## src/rtl/seg_scan_decoder.sv

```systemverilog
// seg_scan_decoder: recovers a 4-digit hex word by sniffing a multiplexed
// 7-segment display bus (seg/an), with debounce and a valid/ready output.
//
// Ports:
//   clk, rst_n        clock, async active-low reset
//   seg[6:0]          segment lines, bit0=a .. bit6=g
//   an[3:0]           one-hot digit select, bit0 = rightmost digit
//   hex_word[15:0]    published word, nibble k = digit k
//   word_err[3:0]     per-digit illegal-glyph flag of published word
//   out_valid         hex_word/word_err hold a complete frame
//   out_ready         consumer accepts the frame
//   overrun           sticky: a frame completed while out_valid was high
//
// Parameter STABLE_CYCLES (2..255): cycles a pattern must hold before capture.
// Build option: define SEG_ACTIVE_LOW_EN for common-anode (active-low) pins.

module seg_scan_decoder #(
  parameter int unsigned STABLE_CYCLES = 16
) (
  input  logic        clk,
  input  logic        rst_n,
  input  logic [6:0]  seg,
  input  logic [3:0]  an,
  output logic [15:0] hex_word,
  output logic [3:0]  word_err,
  output logic        out_valid,
  input  logic        out_ready,
  output logic        overrun
);

  localparam logic [7:0] SC = 8'(STABLE_CYCLES);

  typedef enum logic [1:0] {
    COLLECT,
    PUBLISH,
    HOLD
  } state_t;

  // Synchroniser
  logic [6:0] seg_s1_q, seg_s2_q;
  logic [3:0] an_s1_q, an_s2_q;

  always_ff @(posedge clk or negedge rst_n) begin
    if (!rst_n) begin
      seg_s1_q <= '0;
      seg_s2_q <= '0;
      an_s1_q  <= '0;
      an_s2_q  <= '0;
    end else begin
      seg_s1_q <= seg;
      seg_s2_q <= seg_s1_q;
      an_s1_q  <= an;
      an_s2_q  <= an_s1_q;
    end
  end

  logic [6:0] seg_v;
  logic [3:0] an_v;

`ifdef SEG_ACTIVE_LOW_EN
  assign seg_v = ~seg_s2_q;
  assign an_v  = ~an_s2_q;
`else
  assign seg_v = seg_s2_q;
  assign an_v  = an_s2_q;
`endif

  // Stability counter
  logic [10:0] prev_q;
  logic [7:0]  cnt_q, cnt_d;
  logic        fire_q, fire_d;
  logic        onehot;

  assign onehot = (an_v != 4'd0) &&
                  ((an_v & (an_v - 4'd1)) == 4'd0);

  always_comb begin
    cnt_d = cnt_q;
    if (!onehot) begin
      cnt_d = 8'd0;
    end else if ({an_v, seg_v} != prev_q) begin
      cnt_d = 8'd0;
    end else if (cnt_q < SC) begin
      cnt_d = cnt_q + 8'd1;
    end
  end

  // Rising into saturation marks a capture point; the capture itself
  // happens one cycle later using prev_q, which then holds the stable value.
  assign fire_d = (cnt_d == SC) && (cnt_q != SC);

  always_ff @(posedge clk or negedge rst_n) begin
    if (!rst_n) begin
      prev_q <= '0;
      cnt_q  <= '0;
      fire_q <= 1'b0;
    end else begin
      prev_q <= {an_v, seg_v};
      cnt_q  <= cnt_d;
      fire_q <= fire_d;
    end
  end

  // Glyph decode: {err, nibble}
  function automatic logic [4:0] decode(input logic [6:0] p);
    case (p)
      7'b0111111: decode = 5'h00;
      7'b0000110: decode = 5'h01;
      7'b1011011: decode = 5'h02;
      7'b1001111: decode = 5'h03;
      7'b1100110: decode = 5'h04;
      7'b1101101: decode = 5'h05;
      7'b1111101: decode = 5'h06;
      7'b0000111: decode = 5'h07;
      7'b1111111: decode = 5'h08;
      7'b1101111: decode = 5'h09;
      7'b1110111: decode = 5'h0A;
      7'b1111100: decode = 5'h0B;
      7'b0111001: decode = 5'h0C;
      7'b1011110: decode = 5'h0D;
      7'b1111001: decode = 5'h0E;
      7'b1110001: decode = 5'h0F;
      default:    decode = 5'h10;
    endcase
  endfunction

  logic [3:0] cap_an;
  logic [6:0] cap_seg;
  logic [1:0] cap_idx;
  logic [4:0] cap_dec;

  assign cap_an  = prev_q[10:7];
  assign cap_seg = prev_q[6:0];
  // prev_q an is one-hot whenever fire_q is set
  assign cap_idx = {cap_an[2] | cap_an[3],
                    cap_an[1] | cap_an[3]};
  assign cap_dec = decode(cap_seg);

  // Frame buffer / FSM
  state_t          state_q;
  logic [3:0]      mask_q;
  logic [3:0][3:0] nib_q;
  logic [3:0]      ebuf_q;

  logic       cap_new;
  logic [3:0] cap_bit;
  logic [3:0] mask_cap;
  logic       done;

  always_comb begin
    cap_bit  = 4'd1 << cap_idx;
    cap_new  = fire_q && !mask_q[cap_idx];
    mask_cap = cap_new ? (mask_q | cap_bit) : mask_q;
    done     = cap_new && (mask_cap == 4'hF);
  end

  always_ff @(posedge clk or negedge rst_n) begin
    if (!rst_n) begin
      state_q   <= COLLECT;
      mask_q    <= '0;
      nib_q     <= '0;
      ebuf_q    <= '0;
      hex_word  <= '0;
      word_err  <= '0;
      out_valid <= 1'b0;
      overrun   <= 1'b0;
    end else begin
      // No capture in PUBLISH: the mask is still full there.
      if (cap_new && state_q != PUBLISH) begin
        nib_q[cap_idx]  <= cap_dec[3:0];
        ebuf_q[cap_idx] <= cap_dec[4];
      end
      case (state_q)
        COLLECT: begin
          mask_q <= mask_cap;
          if (done) begin
            state_q <= PUBLISH;
          end
        end
        PUBLISH: begin
          hex_word  <= nib_q;
          word_err  <= ebuf_q;
          out_valid <= 1'b1;
          mask_q    <= '0;
          state_q   <= HOLD;
        end
        HOLD: begin
          if (out_ready) begin
            out_valid <= 1'b0;
            mask_q    <= mask_cap;
            state_q   <= done ? PUBLISH : COLLECT;
          end else if (done) begin
            // Output still owned by consumer: drop this frame.
            overrun <= 1'b1;
            mask_q  <= '0;
          end else begin
            mask_q <= mask_cap;
          end
        end
        default: begin
          state_q <= COLLECT;
        end
      endcase
    end
  end

endmodule

```

## config.mk

```make
export PLATFORM = sky130hd
export DESIGN_NAME = seg_scan_decoder
export DESIGN_NICKNAME = d
export VERILOG_FILES = /design/src/rtl/seg_scan_decoder.sv
export SDC_FILE = /design/constraint.sdc
export NUM_CORES = 1
export LEC_CHECK = 0
export ABC_AREA = 1
export CORE_MARGIN = 2
export CORE_UTILIZATION = 40
export DETAILED_ROUTE_END_ITERATION = 16
export SYNTH_ARGS = -nofsm -noshare
export SYNTH_HDL_FRONTEND = slang
export SYNTH_SLANG_ARGS = --single-unit
```

## constraint.sdc

```tcl
create_clock -name clk -period 2 [get_ports clk]
set_input_delay 0.4 -clock clk [delete_from_list [all_inputs] [get_ports clk]]
set_output_delay 0.4 -clock clk [all_outputs]
set_load 0.03 [all_outputs]
```

======== Yosys cells after proc, flatten, opt, wreduce, memory -nomap -nowiden ========
Index checks and enable logic that the tools add are counted.
word-level totals
  register bits ........................... 90
  logic and storage cells ................. 91
cells by class
  $add $sub $neg .......................... 2
  order comparisons ....................... 3
  equality and inequality tests ........... 25
  shift operators ......................... 1
  mux-type cells .......................... 22
  bitwise operators ....................... 5
  reductions and logical operators ........ 15
operators by type and width
  operator               count
  $eq A7 B7 Y1 const B   12
  $pmux W5 S16           1
  $mux W8                3
  $bwmux W16             1
  $mux W4                4
  $eq A7 B3 Y1 const B   2
  $eq A7 B6 Y1 const B   2
  $pmux W4 S3            1
  $ne A11 B11 Y1         1
  $add A8 B1 Y8 const B  1
  $demux W4 S2           1
  $eq A8 B5 Y1 const B   1
  $lt A8 B5 Y1 const B   1
  $ne A8 B5 Y1 const B   1
  $logic_and A1 B1 Y1    6
  $pmux W2 S3            1
  $and A4 B4 Y4          1
  $bwmux W4              1
  $eq A4 B4 Y1 const B   1
  $logic_not A4 Y1       1
  $mux W1                4
  $mux W2                2
  $ne A2 B2 Y1 const B   2
  $or A4 B4 Y4           1
  19 further kinds       21

======== Longest topological paths before layout ========
  depth in word-level cells ............... 11
  gate-level depth with buffers ........... 13
  gate-level depth less buffers ........... 13

======== Least setup slack after synthesis ========
No wires, ideal clock.
  path kind ............................... flip-flop to flip-flop
  start ................................... register prev_q[10]
  end ..................................... register state_q[0]
  arrival ................................. 1.455 ns
  path slack .............................. 0.420 ns
  stages on the path, launching flop included .. 13
  buffers on the path ..................... 0
  clock period less this slack ............ 1.580 ns
  cells stage by stage .................... dfrtp_1 nor2_4 nand2_1 nand2_1 nand2_1 nand2_2 nand3_1 nand2_2 nand4_2 nand2_1 nand2_1 nand2_1 nand2_1
on the way
  cells in the longest elaborated chain, start to end .. 11
  elaborated cells on any way between the ends .. 16
  those cells by class .................... 2 x eq/ne; 1 x shift; 6 x mux; 3 x bitwise; 4 x reduce/logical
ends and longest elaborated chain
  element                                 RTL line  text
  start: declaration                      69        logic [10:0] prev_q;
  start signal: assignment                98        prev_q <= {an_v, seg_v};
  $or A1 B1 Y1, on equally long branches  136, 135
  $bmux W1 S2                             152       cap_new = fire_q && !mask_q[cap_idx];
  $mux W1 (not written as such)           152
  $logic_not A1 Y1                        152
  $logic_and A1 B1 Y1                     152
  $mux W4                                 153       mask_cap = cap_new ? (mask_q | cap_bit) : mask_q;
  $eq A4 B4 Y1                            154       done = cap_new && (mask_cap == 4'hF);
  $logic_and A1 B1 Y1 (*)                 154
  $mux W1                                 191       state_q <= done ? PUBLISH : COLLECT;
  $mux W2                                 188       if (out_ready) begin
  $pmux W2 S3                             173       case (state_q)
  end signal: assignment                  191
  end: declaration                        140       state_t state_q;
Mark *: on every way between the ends. The rest lies on a longest branch, timed or not. The select of a mux whose other input is x is not followed.
A chain may end at the register's enable or synchronous reset.

======== Final worst setup path ========
  start ................................... register hex_word[1]
  end ..................................... output hex_word[1]
RTL lines
  element                   RTL line  text
  start: declaration        24        output logic [15:0] hex_word,
  start signal: assignment  181       hex_word <= nib_q;
No word-level cell between the ends.

==> metrics.txt <==
Total GRT Usage 14.7%; Util after Layout about half; Multi-input gate area between 1000 and 1500 um2; Fill cells 848; top post-synthesis cells by area dfrtp_1 (60%), nand2_1 (9.0%), inv_1 (5.5%), o21ai_0 (5.2%), xnor2_1 (3.0%); max-cap violations 0; Synth area leader dfrtp_1; Max Clock Skew 11.0 ps; Avg Inst Size Synth 9.54 um2; Site Rows 35; Crit Path Max Fanout 2; I/O Pins 36; fin nets roughly 460; Pleak about 2.1 nW; largest net degree at the start of global routing 43; pre-CTS WS 252 ps; DR DRC count 0; final wirelength 6630 um; CORE AREA 9150 um2; CP Data Arrival Time 1390 ps; Die Area ~10000 um2; largest buffer count on any clock path 2; DRT Pass-1 Iters 4; Syn-to-layout area delta 19.0%; I/O Buffers 35; Least-Margin Pin Slew 463 ps; Crit-path slowest cell clkdlybuf4s50_1; post-CTS sizing 0; worst path bufs/invs 1; Slew HR between 60 and 70%; CTS buffer count 9; GP Congestion 0.880; syn_nets 414; die width between 100 and 150 um; RSZ-0062 raised after global routing false; VDD IR max approximately 0.35 mV; worst setup margin 206 ps; crit-path leading delay family buffers and inverters; CTS tree built; Overflow after GRT 0; Pins Over Slew Limit 0; Worst-Skew Late Latency ~350 ps; CTS H-Tree Depth 3; commonest non-fill, non-tap cells in the layout nand2_1 (90), dfrtp_1 (90), inv_1 (55), o21ai_0 (39), clkdlybuf4s50_1 (34); r2r setup slk around 230 ps; Gate Count Post-Synth about 400; Detailed Place HPWL 4770 um; Non-Filler Instances 554; Critical Path End Type output port; worst hold path class flop to flop; post-route setup TNS 0 ps; post-layout minimum cycle time 1790 ps; vias in the first global route 2664; achievable frequency 557 MHz; fin crit share 89.7%; Die Span Y 101 um; Via density 4.76; dpl cells 536; distinct cell type count after synthesis 29; global-route wire length before repair 11900 um; synth warn 0; starting density of the core between 40% and 50%; ANT nets after route 0; Setup Viol. Count Final 0; Layout Cell Area excl Fill 4470 um2; post-synthesis sequential area ratio 60.0%; WS Path Type flop to output port; Initial DRC Count 64; Cell Pwr Density roughly 730 nW/um2; register area 2250 um2; hold violation count in the final report 0; DP Area around 4200 um2; routed length per instance 12.0 um; layout cells sized above 1 around 7.7%; Num Clock Sinks 90; Mapped Area 3750 um2; CTS clk-pin slew, worst paths about 90 ps; clock tree root driver cell clkbuf_8; final antenna diode count 0; initial antenna violation count 0; Yosys reg bits 90; Vias 2635; outcome finished clean; Worst Path Required 1600 ps; critical path's largest stage delay 680 ps; Yosys top cell area share 60.0%; critical-path cell list clkdlybuf4s50_1; Critical Path Start Type flop
## through the flow
stage / hold slack (ps) / power (mW)
2_1_floorplan: 104 / 1.98
3_3_place_gp: 332 / 2.06
3_5_place_dp: 335 / 2.06
4_1_cts: 355 / 3.31
5_1_grt: 359 / 3.40
6_report: 354 / 3.26
## worst reg2reg max path: stages, from the launching register on
cell,delay (ps)
dfrtp_1,480
nor2_4,220
nand2_1,70
nand2_1,90
nand2_1,60
nand2_2,70
nand3_1,160
nand2_2,120
nand4_2,110
nand2_1,110
nand2_1,60
nand2_1,60
nand2_1,50
## synthesized netlist by cell type (all sizes together)
cell type / number
xor2: 2
buf: 3
o21ai: 41
nor4: 3
ha: 7
nand3: 13
or2: 1
and3: 2
nor2: 31
o22ai: 1
a21oi: 7
dfrtp: 90
clkbuf: 5
a21boi: 2
nand2: 93
a31oi: 2
nor3: 8
xnor2: 13
nand4: 12
o2111ai: 1
inv: 55
o21bai: 1
## report_power, final
group	switching, mW	leakage, nW	internal (mW)	total (mW)
combinational	0.0808	0.816	0.0600	0.141
sequential	0.0306	1.17	1.85	1.88
clock	0.626	0.0945	0.611	1.24
total	0.737	2.08	2.52	3.26
## path summary, 6_finish.rpt
kind	startpoint	endpoint	depth (start not counted)
worst max register to register	prev_q[10]$_DFF_PN0_	state_q[0]$_DFFE_PN0P_	12
worst min register to register	seg_s1_q[5]$_DFF_PN0_	seg_s2_q[5]$_DFF_PN0_	0
worst max-delay path	hex_word[1]$_DFFE_PN0P_	hex_word[1]	1
max in group asynchronous	rst_n	cnt_q[2]$_DFF_PN0_	3
min in group asynchronous	rst_n	hex_word[7]$_DFFE_PN0P_	2
worst min-delay path	seg_s1_q[5]$_DFF_PN0_	seg_s2_q[5]$_DFF_PN0_	0
## area by class of cell
| cell class | instances | area share [%] |
|---|---|---|
| clock buffers | 10 | 3.08 |
| clock inverters | 6 | 1.49 |
| inverters | 55 | 4.62 |
| multi-input cells | 240 | 28.0 |
| flip-flops and latches | 90 | 50.4 |
| well taps | 111 | 3.11 |
| repair buffers | 42 | 9.30 |
## flip-flops by register name (all words and copies together) (netlist names)
name	count
hex_word	16
an_s2_q	4
ebuf_q	4
overrun	1
seg_s2_q	7
state_q	2
fire_q	1
out_valid	1
prev_q	11
mask_q	4
cnt_q	8
word_err	4
an_s1_q	4
nib_q	16
seg_s1_q	7
## logic make-up after synthesis
| kind of cell | Yosys count | share of synthesized area, % |
|---|---|---|
| flops | 90 | 60.0 |
| xor+xnor | 15 | 3.50 |
| simple gates | 163 | 19.7 |
| compound gates | 55 | 7.74 |
| fa+ha+maj | 7 | 2.33 |
| buf+inv | 63 | 6.67 |
## routing by layer
layer	wire length [um]	global-route usage [%]	share of wire (%)
met1	3130	18.8	47
met2	3140	24.3	47
met3	253	3.12	3.8
met4	112	6.22	1.7
met5	0	0	0
## repair_timing
item	CTS	global route
buffers inserted	0	1
endpoints found under the setup margin	0	1
endpoints found under the hold margin	5	0
hold buffers	1	0
(Power assumes the default switching activity.)
